--- config.mk ---
export PLATFORM = sky130hd
export DESIGN_NAME = fb_scanout
export DESIGN_NICKNAME = d
export VERILOG_FILES = /design/src/rtl/fb_scanout_pkg.sv /design/src/rtl/fb_line_buffer.sv /design/src/rtl/fb_scanout.sv
export SDC_FILE = /design/constraint.sdc
export NUM_CORES = 2
export LEC_CHECK = 0
export BUFFER_PORTS_ARGS = -buffer_cell sky130_fd_sc_hd__buf_2
export CAP_MARGIN = 40
export CORE_MARGIN = 4
export CORE_UTILIZATION = 45
export CTS_CLUSTER_DIAMETER = 100
export DETAILED_ROUTE_END_ITERATION = 12
export PLACE_DENSITY = 0.66
export REMOVE_ABC_BUFFERS = 1
export SLEW_MARGIN = 0
export SYNTH_ARGS = -nofsm -noshare
export SYNTH_HDL_FRONTEND = slang
export SYNTH_SLANG_ARGS = --single-unit
--- constraint.sdc ---
create_clock -name clk_pix -period 6.5 [get_ports clk_pix]
set_input_delay 0 -clock clk_pix [delete_from_list [all_inputs] [get_ports clk_pix]]
set_output_delay 0 -clock clk_pix [all_outputs]
set_load 0.01 [all_outputs]
--- src/rtl/fb_scanout_pkg.sv ---
// fb_scanout_pkg: shared types for the framebuffer scanout block.
//   state_t   - scanout controller states
//   pix_src_t - where the output pixel of a pipeline slot comes from
//   rgb565_t  - 16-bit RGB565 pixel
package fb_scanout_pkg;

  typedef logic [15:0] rgb565_t;

  localparam rgb565_t BORDER_COLOR_DEFAULT = 16'h0000;

  typedef enum logic [2:0] {
    IDLE,
    PRELOAD,
    READY,
    ACTIVE,
    DONE,
    BLANKED
  } state_t;

  typedef enum logic [1:0] {
    PIX_ZERO,    // outside display data enable
    PIX_BORDER,  // border / blanked colour
    PIX_STREAM,  // fresh stream pixel or its horizontal replica
    PIX_LBUF     // replicated line, read back from the line buffer
  } pix_src_t;

endpackage

--- src/rtl/fb_line_buffer.sv ---
// fb_line_buffer: one framebuffer line of RGB565 pixels.
//   clk     - clock
//   wr_en   - write strobe, wr_addr / wr_data
//   rd_en   - read strobe, rd_addr; rd_data valid one cycle later
// Contents are never cleared so the array maps onto block RAM.
module fb_line_buffer
  import fb_scanout_pkg::*;
#(
  parameter int DEPTH = 128,
  parameter int AW    = $clog2(DEPTH)
) (
  input  logic          clk,
  input  logic          wr_en,
  input  logic [AW-1:0] wr_addr,
  input  rgb565_t       wr_data,
  input  logic          rd_en,
  input  logic [AW-1:0] rd_addr,
  output rgb565_t       rd_data
);

  rgb565_t mem [DEPTH];

  always_ff @(posedge clk) begin
    if (wr_en) begin
      mem[wr_addr] <= wr_data;
    end
  end

  always_ff @(posedge clk) begin
    if (rd_en) begin
      rd_data <= mem[rd_addr];
    end
  end

endmodule

--- src/rtl/fb_scanout.sv ---
// fb_scanout: scales a FB_WIDTH x FB_HEIGHT pixel stream into a window of the
// display raster by pixel/line replication.
//   clk_pix, reset_i            - pixel clock, synchronous active-high reset
//   enable_i, frame_start_i     - frame control (enable sampled at frame start)
//   hpos_i, vpos_i, de_i, sync_i- incoming raster timing
//   stream_*                    - framebuffer stream handshake and status
//   rgb_o, de_o, sync_o         - output pixel and timing, 2 cycles after input
//   err_underflow_o, err_late_o - sticky error flags
// Pipeline: stage 0 decodes position and FSM, stage 1 holds stream_ena_o and
// the line-buffer read, stage 2 selects the final pixel.
module fb_scanout
  import fb_scanout_pkg::*;
#(
  parameter int      FB_WIDTH     = 128,
  parameter int      FB_HEIGHT    = 128,
  parameter int      H_SCALE      = 3,
  parameter int      V_SCALE      = 3,
  parameter int      H_OFFSET     = 128,
  parameter int      V_OFFSET     = 48,
  parameter rgb565_t BORDER_COLOR = BORDER_COLOR_DEFAULT
) (
  input  logic        clk_pix,
  input  logic        reset_i,
  input  logic        enable_i,
  input  logic        frame_start_i,
  input  logic [10:0] hpos_i,
  input  logic [10:0] vpos_i,
  input  logic        de_i,
  input  logic [1:0]  sync_i,
  output logic        stream_start_frame_o,
  output logic        stream_ena_o,
  input  logic [15:0] stream_data_i,
  input  logic        stream_preloading_i,
  input  logic        stream_err_underflow_i,
  output logic [15:0] rgb_o,
  output logic        de_o,
  output logic [1:0]  sync_o,
  output logic        err_underflow_o,
  output logic        err_late_o
);

  localparam int AW = $clog2(FB_WIDTH);
  localparam int YW = $clog2(FB_HEIGHT);
  localparam int HW = $clog2(H_SCALE);
  localparam int VW = (V_SCALE > 1) ? $clog2(V_SCALE) : 1;

  localparam logic [11:0]   H_START = 12'(H_OFFSET);
  localparam logic [11:0]   H_END   = 12'(H_OFFSET + FB_WIDTH * H_SCALE);
  localparam logic [11:0]   V_START = 12'(V_OFFSET);
  localparam logic [11:0]   V_END   = 12'(V_OFFSET + FB_HEIGHT * V_SCALE);
  localparam logic [AW-1:0] X_LAST  = AW'(FB_WIDTH - 1);
  localparam logic [YW-1:0] Y_LAST  = YW'(FB_HEIGHT - 1);
  localparam logic [HW-1:0] HS_LAST = HW'(H_SCALE - 1);
  localparam logic [VW-1:0] VS_LAST = VW'(V_SCALE - 1);

  state_t        state_reg, state_next;
  logic          preload_cnt_reg, preload_cnt_next;
  logic [HW-1:0] h_sub_reg, h_sub_next, cur_h_sub;
  logic [AW-1:0] fb_x_reg, fb_x_next, cur_fb_x;
  logic [VW-1:0] v_sub_reg, v_sub_next;
  logic [YW-1:0] fb_y_reg, fb_y_next;

  logic     win, first_col, line_last, frame_last;
  logic     act, late_set, start_next, ena_next, lb_rd_en;
  pix_src_t src_next, src_reg;
  logic [AW-1:0] wr_addr_reg;
  logic     de_reg;
  logic [1:0] sync_reg;
  rgb565_t  hold_reg, lb_rd_data, rgb_next;

  assign win = de_i
            && ({1'b0, hpos_i} >= H_START) && ({1'b0, hpos_i} < H_END)
            && ({1'b0, vpos_i} >= V_START) && ({1'b0, vpos_i} < V_END);
  assign first_col = ({1'b0, hpos_i} == H_START);

  // The horizontal counters restart on every line's first window pixel, so
  // the current position is forced to zero there rather than taken from the
  // registers left over from the previous line.
  assign cur_h_sub  = first_col ? '0 : h_sub_reg;
  assign cur_fb_x   = first_col ? '0 : fb_x_reg;
  assign line_last  = (cur_fb_x == X_LAST) && (cur_h_sub == HS_LAST);
  assign frame_last = line_last && (v_sub_reg == VS_LAST) && (fb_y_reg == Y_LAST);

  // Position counters
  always_comb begin
    h_sub_next = h_sub_reg;
    fb_x_next  = fb_x_reg;
    v_sub_next = v_sub_reg;
    fb_y_next  = fb_y_reg;
    if (frame_start_i) begin
      h_sub_next = '0;
      fb_x_next  = '0;
      v_sub_next = '0;
      fb_y_next  = '0;
    end else if (win) begin
      if (cur_h_sub == HS_LAST) begin
        h_sub_next = '0;
        fb_x_next  = (cur_fb_x == X_LAST) ? '0 : cur_fb_x + 1'b1;
      end else begin
        h_sub_next = cur_h_sub + 1'b1;
        fb_x_next  = cur_fb_x;
      end
      if (line_last) begin
        if (v_sub_reg == VS_LAST) begin
          v_sub_next = '0;
          fb_y_next  = (fb_y_reg == Y_LAST) ? '0 : fb_y_reg + 1'b1;
        end else begin
          v_sub_next = v_sub_reg + 1'b1;
        end
      end
    end
  end

  // Controller next state; act marks a window pixel that shows image data.
  always_comb begin
    state_next       = state_reg;
    preload_cnt_next = preload_cnt_reg;
    start_next       = 1'b0;
    late_set         = 1'b0;
    act              = 1'b0;
    if (frame_start_i) begin
      preload_cnt_next = 1'b0;
      if (enable_i) begin
        state_next = PRELOAD;
        start_next = 1'b1;
      end else begin
        state_next = BLANKED;
      end
    end else begin
      case (state_reg)
        PRELOAD: begin
          if (win) begin
            late_set   = 1'b1;
            state_next = BLANKED;
          end else begin
            // preload_cnt_reg set means at least one PRELOAD cycle has passed
            preload_cnt_next = 1'b1;
            if (preload_cnt_reg && !stream_preloading_i) begin
              state_next = READY;
            end
          end
        end
        READY: begin
          if (win) begin
            act        = 1'b1;
            state_next = frame_last ? DONE : ACTIVE;
          end
        end
        ACTIVE: begin
          if (win) begin
            act = 1'b1;
            if (frame_last) begin
              state_next = DONE;
            end
          end
        end
        default: ;
      endcase
    end
  end

  assign ena_next = act && (v_sub_reg == '0) && (cur_h_sub == '0);
  assign lb_rd_en = act && (v_sub_reg != '0);

  always_comb begin
    src_next = PIX_BORDER;
    if (!de_i) begin
      src_next = PIX_ZERO;
    end else if (act) begin
      src_next = (v_sub_reg == '0) ? PIX_STREAM : PIX_LBUF;
    end
  end

  always_comb begin
    rgb_next = '0;
    case (src_reg)
      PIX_BORDER: rgb_next = BORDER_COLOR;
      PIX_STREAM: rgb_next = stream_ena_o ? stream_data_i : hold_reg;
      PIX_LBUF:   rgb_next = lb_rd_data;
      default:    rgb_next = '0;
    endcase
  end

  always_ff @(posedge clk_pix) begin
    if (reset_i) begin
      state_reg       <= IDLE;
      preload_cnt_reg <= 1'b0;
    end else begin
      state_reg       <= state_next;
      preload_cnt_reg <= preload_cnt_next;
    end
  end

  always_ff @(posedge clk_pix) begin
    if (reset_i) begin
      h_sub_reg            <= '0;
      fb_x_reg             <= '0;
      v_sub_reg            <= '0;
      fb_y_reg             <= '0;
      stream_start_frame_o <= 1'b0;
      stream_ena_o         <= 1'b0;
      wr_addr_reg          <= '0;
      src_reg              <= PIX_ZERO;
      de_reg               <= 1'b0;
      sync_reg             <= '0;
      hold_reg             <= '0;
      rgb_o                <= '0;
      de_o                 <= 1'b0;
      sync_o               <= '0;
      err_underflow_o      <= 1'b0;
      err_late_o           <= 1'b0;
    end else begin
      h_sub_reg            <= h_sub_next;
      fb_x_reg             <= fb_x_next;
      v_sub_reg            <= v_sub_next;
      fb_y_reg             <= fb_y_next;
      stream_start_frame_o <= start_next;
      stream_ena_o         <= ena_next;
      wr_addr_reg          <= cur_fb_x;
      src_reg              <= src_next;
      de_reg               <= de_i;
      sync_reg             <= sync_i;
      if (stream_ena_o) begin
        hold_reg <= stream_data_i;
      end
      rgb_o                <= rgb_next;
      de_o                 <= de_reg;
      sync_o               <= sync_reg;
      err_underflow_o      <= err_underflow_o | stream_err_underflow_i;
      err_late_o           <= err_late_o | late_set;
    end
  end

  fb_line_buffer #(
    .DEPTH (FB_WIDTH),
    .AW    (AW)
  ) u_line_buffer (
    .clk     (clk_pix),
    .wr_en   (stream_ena_o),
    .wr_addr (wr_addr_reg),
    .wr_data (stream_data_i),
    .rd_en   (lb_rd_en),
    .rd_addr (cur_fb_x),
    .rd_data (lb_rd_data)
  );

endmodule

# Word level (Yosys, flattened, before mapping)
# Memory sizes are Yosys's and may differ from the RTL's. A register that Yosys moved wholly into a read port is not among the register bits.
# Cells that the tools add are included.
# op_classes
n_eq_ne,14
mux,28
add_sub_neg,4
n_bitwise,6
n_reduce_logical,25
order_cmp,4
# ops
cell,count
$pmux W16 S2,1
$mux W7,4
$mux W3,8
$mux W16,1
$add A7 B1 Y7 const B,2
$eq A7 B7 Y1 const B,2
$eq A11 B8 Y1 const B,1
$ge A11 B6 Y1 const B,1
$ge A11 B8 Y1 const B,1
$logic_and A1 B1 Y1,11
$lt A11 B10 Y1 const B,1
$lt A11 B9 Y1 const B,1
$mux W1,10
$ne A3 B3 Y1 const B,3
$pmux W3 S3,1
$eq A2 B2 Y1 const B,4
$reduce_or A2 Y1,4
$eq A3 B2 Y1 const B,2
$mux W2,3
$reduce_and A5 Y1,1
$add A2 B1 Y2 const B,2
$logic_not A2 Y1,2
$ne A4 B4 Y1 const B,1
$not A1 Y1,4
other kinds (8),10
# word_totals
inputBits,47
out_inout_bits,23
ramBits,2048
register_bits,73
memories,1
# memory_table
name,words,width,rd,rd_clocked_by_memory_dff,wr,line_no,source
u_line_buffer.mem,128,16,1,1,1,fb_line_buffer.sv:21,rgb565_t mem [DEPTH];

# Depth between registers and ports, before layout
# logic_depth
ltp_word,10
depth_mapped,13
mapped_depth_nobuf,10

# Cells and area by module
# From an unflattened synthesis, not the netlist that was laid out.
# hier_totals
hier_cells,3416
hier_area_um2,81669.6
# modules_own_cells
mod,area_per_inst_um2,instances,cells_each
fb_line_buffer,78683.0,1,3086
fb_scanout,2986.6,1,330

# Least setup slack after synthesis
# Ideal clock, no wire load.
# synth_path
path_kind,register -> register
from,register stream_ena_o
to,memory u_line_buffer.mem[81][0] (netlist name) (enable)
setup_slack_ns,3.112
arrival_ns,2.979
synth_period_minus_slack_ns,3.388
n_path_buf,3
path_stages_with_launch,6
cell_sequence,dfxtp_1 -> clkbuf_1 -> clkbuf_1 -> clkbuf_1 -> nand4b_1 -> nor3_1
# synth_between
elab_chain_cells,2
# synth_lines
element,line_no,source
from (decl),fb_scanout.sv:31,"output logic stream_ena_o,"
from (signal assigned),fb_scanout.sv:218,stream_ena_o <= ena_next;
$mux W1,fb_line_buffer.sv:24,if (wr_en) begin
$mux W1 (implied by the code),fb_line_buffer.sv:25,mem[wr_addr] <= wr_data;
to (decl),fb_line_buffer.sv:21,
# Every way passes these cells.

# Final worst setup path
# layout_path
from,register fb_x_reg[1]
to,register state_reg[2]
# layout_between
elab_chain_cells,9
word_cells_on_any_way,11
classes_between,eq/ne (2); mux (5); reduce/logical (4)
# layout_lines
element,line_no,source
from (decl),fb_scanout.sv:59,"logic [AW-1:0] fb_x_reg, fb_x_next, cur_fb_x;"
from (signal assigned),fb_scanout.sv:214,fb_x_reg <= fb_x_next;
$mux W7 (*),fb_scanout.sv:80,assign cur_fb_x = first_col ? '0 : fb_x_reg;
$eq A7 B7 Y1 (*),fb_scanout.sv:81,assign line_last = (cur_fb_x == X_LAST) && (cur_h_sub == HS_LAST);
$logic_and A1 B1 Y1 (*),fb_scanout.sv:81,
$logic_and A1 B1 Y1 (*) (2 in a row),fb_scanout.sv:82,assign frame_last = line_last && (v_sub_reg == VS_LAST) && (fb_y_reg == Y_LAST);
$mux W3,fb_scanout.sv:146,state_next = frame_last ? DONE : ACTIVE;
$mux W3,fb_scanout.sv:144,if (win) begin
$pmux W3 S3,fb_scanout.sv:130,case (state_reg)
$mux W3,fb_scanout.sv:121,if (frame_start_i) begin
to (signal assigned),fb_scanout.sv:189,state_reg <= state_next;
to (decl),fb_scanout.sv:56,"state_t state_reg, state_next;"
# Mark *: on every way between the ends. The rest lies on a longest branch, timed or not. The select of a mux whose other input is x is not followed.
# A chain may end at the register's enable or synchronous reset.

==> impl_metrics.toml <==
[routing]
routed_wl_um = 237700
vias_per_cell = 6.200
via_count = 48870
first_pass_iters = 6
drc = 0
drt-initial-drc-count = 7525
post_drt_wl_per_cell_um = 30.15
drtAntennaViolNets = 0

[place]
portBuffers = 65
place_ws_ns = 2.203
gp_congestion = 0.8921
dp_hpwl_um = 141400

[pwr]
p_comb_share_pct = 1.3
seq_power_share_pct = 54.9
power.density_nw_per_um2 = 285.7
leakage_nw = 29.51
ir_drop_uv = 218.0
swShare_pct = 20.05
internal_power_mw = 21.99
switching_power_mw = 5.516
power.share.clock_pct = 43.8

[cts]
cts_hold_buf = 41
cts-root-buf = "clkbuf_16"
cts.clk_slew.worst_paths_ns = 0.06
cts.sinks = 2137
cts_resized = 0
h-tree-depth = 4
tritoncts = "yes"
clockBufferDepth = 3
clk_latency_ns = 0.88
cts_made_buffers = 209
postCtsSetupBuffers = 0

[run_status]
status = "finished, final reports clean"

[die]
die_w_um = 440.3
core_region_area_um2 = 185600
die-area_um2 = 193900
pin_count = 70
rows = 158
start_util_pct = 45.30
die_h_um = 440.3

[cells_and_area]
synthToLayoutAreaGrowth_pct = 14.49
drive_gt1_share_pct = 18.35
finish.utilization_pct = 51.87
fillers = 14700
layout_common_cells = "2064 x edfxtp_1, 380 x nor2_1, 321 x nand2_1"
top_register = "u_line_buffer.mem"
multi_input_area_um2 = 19460
largest_register_ffs = 2048
final-seq-area_um2 = 63450
final_nets = 5268
layout_commonest_cell = "edfxtp_1"

[setup_path]
critPathMaxStageDelay_ns = 0.73
worst-endpoint-required_ns = 7.32
endpoint_kind = "flop"
cp_slowest_cell = "dfxtp_4"
crit_buf_inv = 4
rrSetupSlack_ns = 1.84
crit_arrival_ns = 5.48
critical_path_class = "reg2reg"
crit_chain = "buf_12, o31ai_4, buf_12, inv_2, ha_1, nand4_1, nor4_1, mux2i_1, nor2_1, nor3_1, a211oi_1, dlygate4sd3_1"
cp_top_family = "buffers and inverters"
cp_max_fo = 100
cpMostUsedCell = "buf_12"
startpoint_type = "flop"

[sta]
finalHoldViolCount = 0
tightest_slew_ns = 1.120
fmax_mhz = 214.7
relSlewSlack_pct = 25.37
timing.final.ws_setup_ns = 1.843
maxSlewViolCount = 0
period_needed_ns = 4.657
rsz0062_at_grt = "false"
fin_crit_sh_pct = 71.65
fin_tns_setup_ns = 0
skew_ns = 0.06903
setup_viol = 0

[grt]
grt_pass1_vias = 46570
grt_max_degree = 134
grt_first_pass_wirelength_um = 338500
grt_overflow = 0
antenna_found_initial = 11
grt.total_usage_pct = 24.18

[synth]
synthArstFlopShare_pct = 0
yosysWarnings = 0
synth_cells = 4982
synthesis.area_um2 = 84100
synth.avg_cell_area_um2 = 16.88
yosysSeqAreaShare_pct = 75.44
ys.flop_type = "edfxtp_1"
synth_edf_count = 2064
ys_types = 71
ys_ff_latch = 2137

[flow_run]
drv_cap = 0

[worst_hold_path]
hold_path_class = "in2reg"
==> tightest hold or removal path: stages <==
cell and delay (ns):
buf_2 0.09, or4b_1 0.16, clkbuf_16 0.21, o31ai_4 0.20
nor2_1 0.20
==> synthesized netlist by cell type (all sizes together) (36+ instances only) <==
library cell  count  share of area, %
a32oi            49              0.51
a31oi            53              0.39
a21oi           234               1.4
clkbuf          211              0.94
o2111ai          36              0.37
dfxtp            73               1.7
nand3            75              0.45
o221ai           69              0.72
buf             130              0.72
and2             36              0.27
o211ai           85              0.76
nor3             49              0.31
edfxtp         2064                74
nor2            402               1.8
nand2           322               1.4
o21ai            99              0.59
mux2             99               1.3
mux2i           235               2.8
a221oi           60              0.62
mux4            201               5.4
==> layout make-up <==
type | count | share of cell area (%)
diodes | 3 | 0.007797
clock buffers | 284 | 5.909
clock inverters | 108 | 1.224
inverters | 11 | 0.04288
multi-input cells | 2493 | 20.21
flip-flops and latches | 2137 | 65.90
well taps | 2480 | 3.223
repair buffers | 367 | 3.483
==> metrics by stage <==
step	cell area, µm²	total power, mW	std cells	hold WS (ns)
global placement	88160	15.69	7395	0.2173
CTS	96240	27.66	7878	0.003931
global route	96280	28.30	7880	0.04448
finish	96280	27.50	7883	0.05787
floorplan	82700	15.40	4641	0.06907
detailed placement	88970	15.71	7445	0.2126
==> kinds of logic after synthesis <==
group                      after synthesis  synth area share [%]
AOI/OAI and AO/OA                      971                 8.245
and+or+nand+nor                        980                 5.018
adders and majority gates                2               0.02975
muxes                                  535                 9.505
DFF                                   2137                 75.44
buffers and inverters                  352                 1.712
xor gates and xnor gates                 5               0.05207
==> layer usage <==
layer	vias to the layer above	global-route usage (%)	wire length [µm]
met3	514	5.657	25240
li1	20550	-	-
met2	2842	36.85	108800
met4	4	10.64	11820
met1	24960	33.38	91840
met5	-	0	33
==> final timing paths <==
check	from	to	depth (start not counted)
worst max-delay path	fb_x_reg[1]$_SDFFE_PP0P_	state_reg[2]$_SDFFE_PP0P_	12
worst min-delay path	hpos_i[6]	wr_addr_reg[3]$_SDFF_PP0_	5
worst max register to register	fb_x_reg[1]$_SDFFE_PP0P_	state_reg[2]$_SDFFE_PP0P_	12
worst min register to register	sync_reg[0]$_SDFF_PP0_	sync_o[0]$_SDFF_PP0_	1
==> power by group through the flow <==
stage                     Clock, mW  Sequential, mW  Combinational [mW]
after floorplan                   0            15.4              0.0164
after global placement            0            15.4               0.305
after detailed placement          0            15.4               0.333
after CTS                      12.2            15.1               0.354
after global routing           12.8            15.1               0.373
final                          12.1            15.1               0.355
Power figures use the tool's default switching activity.
